--- config.mk ---
export PLATFORM = sky130hd
export DESIGN_NAME = multdiv_ctrl
export DESIGN_NICKNAME = d
export VERILOG_FILES = /design/src/rtl/multdiv_ctrl_pkg.sv /design/src/rtl/multdiv_ctrl.sv
export SDC_FILE = /design/constraint.sdc
export NUM_CORES = 1
export LEC_CHECK = 0
export CORE_MARGIN = 10
export CORE_UTILIZATION = 36
export DETAILED_ROUTE_END_ITERATION = 12
export PLACE_DENSITY = 0.76
export SLEW_MARGIN = 15
export SYNTH_ARGS = -nofsm -noshare
export SYNTH_HDL_FRONTEND = slang
export SYNTH_SLANG_ARGS = --single-unit
--- constraint.sdc ---
create_clock -name clock -period 1.7 [get_ports clock]
set_input_delay 0.17 -clock clock [delete_from_list [all_inputs] [get_ports clock]]
set_output_delay 0.17 -clock clock [all_outputs]
set_load 0.005 [all_outputs]
--- src/rtl/multdiv_ctrl_pkg.sv ---
// Shared ISA constants and state encoding for the multiply/divide issue
// controller. Decode values are the instr[31:27] / instr[6:2] fields of
// an R-type mult/div; RSTATUS_REG and the EXC_* codes describe the status
// writeback used when the multdiv unit faults or never answers.
package multdiv_ctrl_pkg;

  localparam logic [4:0]  OPC_RTYPE   = 5'b00000;
  localparam logic [4:0]  ALU_MULT    = 5'b00110;
  localparam logic [4:0]  ALU_DIV     = 5'b00111;

  localparam logic [4:0]  RSTATUS_REG = 5'd30;
  localparam logic [31:0] EXC_MULT    = 32'd4;
  localparam logic [31:0] EXC_DIV     = 32'd5;

  typedef enum logic [1:0] {
    ST_IDLE  = 2'd0,
    ST_START = 2'd1,
    ST_WAIT  = 2'd2,
    ST_WB    = 2'd3
  } state_t;

  // Status code written to RSTATUS_REG for a faulted/aborted operation.
  function automatic logic [31:0] exc_code(input logic is_div);
    return is_div ? EXC_DIV : EXC_MULT;
  endfunction

endpackage

--- src/rtl/multdiv_ctrl.sv ---
// multdiv_ctrl: issues one mult/div at a time to an external multdiv unit,
// stalls the front end while it runs, and produces the register-file
// writeback (normal result, exception status, or timeout abort).
//
// Ports
//   clock, reset            : rising-edge clock, synchronous active-high reset
//   in_valid, opcode,
//   alu_op, rd              : decoded instruction (sampled only in IDLE)
//   operand_a, operand_b    : rs / rt read data
//   md_ctrl_mult/div        : one-cycle start pulses (START state)
//   md_a, md_b              : operands latched at acceptance, held while busy
//   md_ready, md_exception,
//   md_result               : unit completion, sampled only in WAIT
//   stall                   : front-end freeze (combinational)
//   wb_valid, wb_reg,
//   wb_data                 : register-file write request (WB state)
//   timeout                 : accompanies wb_valid on an abort writeback
//   state_dbg               : current FSM state (state_t encoding)
//
// Handshake: a mult/div is accepted in the IDLE cycle where in_valid is high
// and the decode matches; there is no ready back-pressure on the decode side
// beyond stall. md_ready is a single-cycle completion strobe that is only
// meaningful in WAIT; in any other state it is ignored.
module multdiv_ctrl
  import multdiv_ctrl_pkg::*;
#(
  parameter int TIMEOUT = 40
) (
  input  logic        clock,
  input  logic        reset,
  input  logic        in_valid,
  input  logic [4:0]  opcode,
  input  logic [4:0]  alu_op,
  input  logic [4:0]  rd,
  input  logic [31:0] operand_a,
  input  logic [31:0] operand_b,
  output logic        md_ctrl_mult,
  output logic        md_ctrl_div,
  output logic [31:0] md_a,
  output logic [31:0] md_b,
  input  logic        md_ready,
  input  logic        md_exception,
  input  logic [31:0] md_result,
  output logic        stall,
  output logic        wb_valid,
  output logic [4:0]  wb_reg,
  output logic [31:0] wb_data,
  output logic        timeout,
  output logic [1:0]  state_dbg
);

  // Counter only needs to reach TIMEOUT-1.
  localparam int          CW       = (TIMEOUT > 1) ? $clog2(TIMEOUT) : 1;
  localparam logic [CW-1:0] CNT_LAST = CW'(TIMEOUT - 1);

  state_t        state, state_nxt;
  logic          is_mult, is_div, is_md;
  logic          op_div_q;
  logic [4:0]    rd_q;
  logic [CW-1:0] cnt;
  logic          wb_en_q;
  logic          abort_q;

  // Inline decode.
  always_comb begin
    is_mult = (opcode == OPC_RTYPE) && (alu_op == ALU_MULT);
    is_div  = (opcode == OPC_RTYPE) && (alu_op == ALU_DIV);
    is_md   = is_mult || is_div;
  end

  always_ff @(posedge clock) begin
    if (reset) state <= ST_IDLE;
    else       state <= state_nxt;
  end

  always_comb begin
    state_nxt = state;
    case (state)
      ST_IDLE:  if (in_valid && is_md) state_nxt = ST_START;
      ST_START: state_nxt = ST_WAIT;
      ST_WAIT:  if (md_ready || (cnt == CNT_LAST)) state_nxt = ST_WB;
      ST_WB:    state_nxt = ST_IDLE;
      default:  state_nxt = ST_IDLE;
    endcase
  end

  // Combinational outputs are forced low while reset is asserted so reset
  // wins over any in-flight state in the same cycle.
  always_comb begin
    md_ctrl_mult = 1'b0;
    md_ctrl_div  = 1'b0;
    stall        = 1'b0;
    wb_valid     = 1'b0;
    timeout      = 1'b0;
    if (!reset) begin
      md_ctrl_mult = (state == ST_START) && !op_div_q;
      md_ctrl_div  = (state == ST_START) &&  op_div_q;
      stall        = (state != ST_IDLE) || (in_valid && is_md);
      wb_valid     = (state == ST_WB) && wb_en_q;
      timeout      = (state == ST_WB) && abort_q;
    end
  end

  assign state_dbg = state;

  // Datapath: operand/destination latch, wait counter, writeback capture.
  always_ff @(posedge clock) begin
    if (reset) begin
      op_div_q <= 1'b0;
      rd_q     <= '0;
      md_a     <= '0;
      md_b     <= '0;
      cnt      <= '0;
      wb_en_q  <= 1'b0;
      abort_q  <= 1'b0;
      wb_reg   <= '0;
      wb_data  <= '0;
    end else begin
      case (state)
        ST_IDLE: begin
          if (in_valid && is_md) begin
            op_div_q <= is_div;
            rd_q     <= rd;
            md_a     <= operand_a;
            md_b     <= operand_b;
          end
        end
        ST_START: cnt <= '0;
        ST_WAIT: begin
          if (md_ready) begin
            abort_q <= 1'b0;
            if (md_exception) begin
              // Status writes are never suppressed, even for rd=0.
              wb_en_q <= 1'b1;
              wb_reg  <= RSTATUS_REG;
              wb_data <= exc_code(op_div_q);
            end else begin
              wb_en_q <= (rd_q != 5'd0);
              wb_reg  <= rd_q;
              wb_data <= md_result;
            end
          end else if (cnt == CNT_LAST) begin
            abort_q <= 1'b1;
            wb_en_q <= 1'b1;
            wb_reg  <= RSTATUS_REG;
            wb_data <= exc_code(op_div_q);
          end else begin
            cnt <= cnt + 1'b1;
          end
        end
        default: ;
      endcase
    end
  end

endmodule

# --- After elaboration in Yosys (flattened, before gate mapping) ---
# Index checks and enable logic that the tools add are counted.
totals:
  register_bits: 117
  in_bits: 116
  out_inout_bits: 108
classes:
  n_reduce_logical: 21
  n_mux: 22
  addsub: 1
  eq_ne: 10
op_table:
  columns: ["op", "count"]
  rows:
  - ["$mux 32", 3]
  - ["$mux 5", 3]
  - ["$mux 6", 2]
  - ["$pmux 6 s2", 1]
  - ["$eq 5x3->1 const B", 2]
  - ["$mux 1", 10]
  - ["$ne 2x2->1 const B", 4]
  - ["$pmux 2 s4", 1]
  - ["$logic_and 1x1->1", 7]
  - ["$add 6x1->6 const B", 1]
  - ["$eq 6x6->1 const B", 1]
  - ["$reduce_and 2->1", 3]
  - ["$reduce_bool 2->1", 3]
  - ["$logic_not 5->1", 1]
  - ["$reduce_bool 5->1", 1]
  - ["$eq 2x2->1 const B", 2]
  - ["$mux 2", 2]
  - ["$logic_or 1x1->1", 3]
  - ["$reduce_and 3->1", 1]
  - ["$eq 2x1->1 const B", 1]
  - ["$logic_not 2->1", 1]
  - ["$logic_not 1->1", 1]

# --- Logic depth before layout (Yosys ltp) ---
depth:
  depth_word: 6
  ltp_mapped: 8
  depth_no_buf: 6

# --- Least setup slack after synthesis ---
# No wires, ideal clock.
synth_timing:
  path_type: "flip-flop to flip-flop"
  startpoint: "reg state[0], in the netlist state_dbg[0]"
  endpoint: "reg cnt[0]"
  required_ps: 1635
  path_stages_with_launch: 8
  setup_time_ps: 65
  n_path_buf: 1
  slack_ps: 110
  t_arrival_ps: 1525
  cell_sequence: "dfxtp_1 inv_1 ha_1 clkbuf_1 nand2b_1 a21oi_2 mux2_2 nor2_1"
synth_between:
  elab_chain_len: 3
  word_cells_on_any_way: 7
  classes_between: "eq/ne: 4; mux: 1; reduce/logical: 2"
synth_lines:
  columns: ["element", "line_no", "source"]
  rows:
  - ["start: declaration", "multdiv_ctrl.sv:56", "state_t state, state_nxt;"]
  - ["start signal: assignment", "multdiv_ctrl.sv:73", "else state <= state_nxt;"]
  - ["$eq 2x2->1 / $eq 2x1->1 (equally long branches)", "multdiv_ctrl.sv:119", "case (state)"]
  - ["$ne 2x2->1 (no source line) / $reduce_bool 2->1 (equally long branches)", null, null]
  - ["$reduce_and 3->1 (no source line)", null, null]
  - ["end signal: assignment", "multdiv_ctrl.sv:148", "cnt <= cnt + 1'b1;"]
  - ["end: declaration", "multdiv_ctrl.sv:60", "logic [CW-1:0] cnt;"]
# Several ways; a longest one is shown, not always the timed one.
# A chain may end at the register's enable or synchronous reset.

# --- Worst setup path in the final report ---
layout_timing:
  startpoint: "reg cnt[0]"
  endpoint: "reg wb_reg[3]"
layout_between:
  elab_chain_len: 3
layout_lines:
  columns: ["element", "line_no", "source"]
  rows:
  - ["$eq 6x6->1", "multdiv_ctrl.sv:142", "end else if (cnt == CNT_LAST) begin"]
  - ["$reduce_bool 2->1 (no source line)", null, null]
  - ["$reduce_and 2->1 (no source line)", null, null]
  - ["end signal: assignment", "multdiv_ctrl.sv:139", "wb_reg <= rd_q;"]
  - ["end: declaration", "multdiv_ctrl.sv:46", "output logic [4:0] wb_reg,"]
# No other way between the ends.

==> run_results.csv <==
group,metric,value,unit
run_status,outcome,"finished clean",
floorplan,placementRows,40,
placed_design,dp_hpwl,11400,µm
synthesis,syn_nets,655,
worst_hold_path,hp-class,"in2reg",
clock_network,path_clk_slew,0.06,ns
clock_network,cts_buffers,17,
synthesis,synth.top_cells.by_area,"dfxtp_1 53%, nand2_1 15%, a21oi_1 12%",
synthesis,ys_types,39,
clock_network,cts_setup_buffers,0,
timing,clock_skew,0.00662,ns
placed_design,place_ws,-0.288,ns
cells_and_area,final_area,7510,µm²
synthesis,yosysWarningCount,0,
cells_and_area,reg_top3,"md_a: 32 flops, md_b: 32 flops, wb_data: 32 flops",
timing,tightest_slew,0.776,ns
drt,dr_total_vias,4445,
global_routing,antenna_found_initial,1,
placed_design,port-buffer-count,223,
setup_path,crit_fanout,6,
power_and_ir_drop,combPwrFrac,8.2,%
clock_network,htree_levels,4,
floorplan,initial_core_util,36.6,%
power_and_ir_drop,seq_power_share,37.5,%
power_and_ir_drop,power.share.switching,20.2,%
clock_network,cts_sinks,117,
timing,rsz0062_at_grt,"no",
power_and_ir_drop,p_int,5.92,mW
cells_and_area,drive_above_1_share,9.38,%
cells_and_area,final_common_cell,"clkdlybuf4s50_1",
clock_network,cts.root.buffer_cell,"clkbuf_16",
timing,setup_viol,0,
clock_network,clk_latency,0.41,ns
drt,drc,0,
global_routing,overflow,0,
synthesis,syn_area,4400,µm²
drt,drt_wl_total,15200,µm
clock_network,cts_tree,"yes",
global_routing,grt_max_degree,76,
global_routing,grt_pass1_vias,4637,
setup_path,arrival,1.94,ns
power_and_ir_drop,p_leak,2.60,nW
placed_design,placed_cell_area,6800,µm²
synthesis,synth_top_area_cell,"dfxtp_1",
setup_path,cp-end-kind,"register",
drt,drt_iter0_drc,224,
synthesis,netlist_instances,533,
drt,vias_per_cell,4.85,
synthesis,synth_top_area_share,53.2,%
floorplan,num_io_pins,224,
floorplan,die_h,131,µm
timing,post-route-period-util,96.4,%
drt,final_antenna_net_count,0,
clock_network,cts_hold_buf,0,
clock_network,clockBufferDepth,2,
cells_and_area,nets,877,
power_and_ir_drop,finalPower,7.42,mW
cells_and_area,syn_to_final_growth,70.6,%
setup_path,worst_ep_required_time,2.00,ns
placed_design,place_congestion,0.780,
power_and_ir_drop,powerDensity,988,nW/µm²
setup_path,cp-start-kind,"register",
power_and_ir_drop,p_switching,1.49,mW
timing,setup_tns,0,ns
timing,max-slew-margin-rel,48.3,%
setup_path,critPathKind,"reg2reg",
power_and_ir_drop,clkPwrFrac,54.3,%
cells_and_area,layout_common_cells,"217 x clkdlybuf4s50_1, 176 x nand2_1, 116 x dfxtp_1",
cells_and_area,fillCellCount,1037,
synthesis,seq_area_frac_synth,53.2,%
floorplan,core-area,12000,µm²
global_routing,grt_usage,17.5,%
floorplan,die-area,17000,µm²
timing,min_period,1.64,ns
power_and_ir_drop,ir_drop,0.596,mV
timing,hold_viol,0,
drt,wl_per_cell,16.6,µm
global_routing,grt_pass1_wl,23400,µm
timing,fmax,610,MHz
floorplan,die_w,131,µm
synthesis,synth_seq_cells,117,
synthesis,synth.avg_cell_area,8.26,µm²
drt,firstDrtPassIters,6,
timing,slew_viol_final,0,
job,cap_violations,0,
timing,setup_slack,0.0612,ns
stage by stage:
step / instances / utilization, % / hold slack (ns)
2_1_floorplan: 533 / - / 0.266
3_3_place_gp: 883 / 56.6 / 0.442
3_5_place_dp: 883 / 56.6 / 0.446
4_1_cts: 915 / 62.3 / 0.246
5_1_grt: 916 / 62.5 / 0.276
6_report: 916 / 62.5 / 0.267
cell usage after synthesis:
| library cell | instances |
|---|---|
| nand4_1 | 1 |
| buf_6 | 7 |
| and4bb_2 | 1 |
| nand2_1 | 176 |
| and3b_1 | 1 |
| nor4_2 | 1 |
| and2_1 | 1 |
| o211ai_1 | 2 |
| and4bb_4 | 1 |
| o21ai_0 | 27 |
| buf_2 | 7 |
| o21ai_1 | 5 |
| o311a_1 | 2 |
| nand3_1 | 2 |
| dfxtp_1 | 117 |
| and3_1 | 3 |
| xor2_1 | 1 |
| nand2b_1 | 3 |
| nor3b_1 | 1 |
| nor2b_1 | 2 |
| a21oi_1 | 105 |
| a21oi_4 | 1 |
| xnor2_1 | 1 |
| a21oi_2 | 1 |
| o41ai_1 | 1 |
| ha_1 | 6 |
| o21a_1 | 2 |
| mux2_2 | 2 |
| buf_4 | 1 |
| clkbuf_1 | 24 |
| nor2_1 | 7 |
| nand3b_1 | 3 |
| a31oi_1 | 3 |
| and4_1 | 1 |
| o221a_2 | 4 |
| inv_1 | 6 |
| o21bai_1 | 1 |
| nor4_1 | 1 |
| a211oi_1 | 2 |
final cells by class:
| type | count | area (µm²) | share of cell area (%) |
|---|---|---|---|
| flip-flops and latches | 117 | 2340 | 31.2 |
| diodes | 1 | 2.50 | 0.0333 |
| multi-input cells | 371 | 1860 | 24.8 |
| well taps | 147 | 184 | 2.45 |
| repair buffers | 242 | 2420 | 32.3 |
| inverters | 6 | 22.5 | 0.300 |
| clock inverters | 13 | 228 | 3.03 |
| clock buffers | 19 | 443 | 5.90 |
power by group through the flow:
stage               Clock (mW)  Combinational (mW)  Sequential, mW
detailed placement           0               0.581            2.83
floorplan                    0               0.169            2.84
finish                    4.03               0.610            2.78
global placement             0               0.564            2.83
global route              4.24               0.656            2.78
CTS                       4.10               0.600            2.78
timing repair:
item,CTS,global route
gates resized for setup,13,11
pin swaps,1,1
endpoints found under the setup margin,5,33
hold endpoints to repair,0,0
gates cloned,0,0
final timing paths:
check,from,slack (ns),depth (start not counted),end
worst max-delay path,cnt[0],0.06,6,wb_reg[3]
worst max register to register,cnt[0],0.06,6,wb_reg[3]
worst min-delay path,reset,0.27,4,wb_data[0]
worst min register to register,md_b[4],0.45,2,md_b[4]
critical path: stages (launching register included):
cell and delay (ns):
dfxtp_1 0.34, ha_1 0.23, and4bb_4 0.23, a21oi_4 0.23
nor2_1 0.07, buf_4 0.16, o221a_2 0.27
cell families (layout without fill, tap and decap cells):
kind of cell | after synthesis | in the layout | share of synthesized area, %
buffers and inverters | 45 | 280 | 5.32
xor gates and xnor gates | 2 | 2 | 0.398
other | 0 | 1 | 0
AOI/OAI and AO/OA | 156 | 156 | 19.4
muxes | 2 | 2 | 0.512
and+or+nand+nor | 205 | 205 | 19.4
adders and majority gates | 6 | 6 | 1.71
DFF | 117 | 117 | 53.2
metal layers:
metal  wire, µm  share of wire, %  vias up  GRT usage (%)
met3       1480               9.8       35           7.49
li1           -                 -     2226              -
met5          0                 0        -              0
met2       7750                51      174           30.7
met4        582               3.8        0           9.55
met1       5350                35     2010           17.2
(Power assumes the default switching activity.)
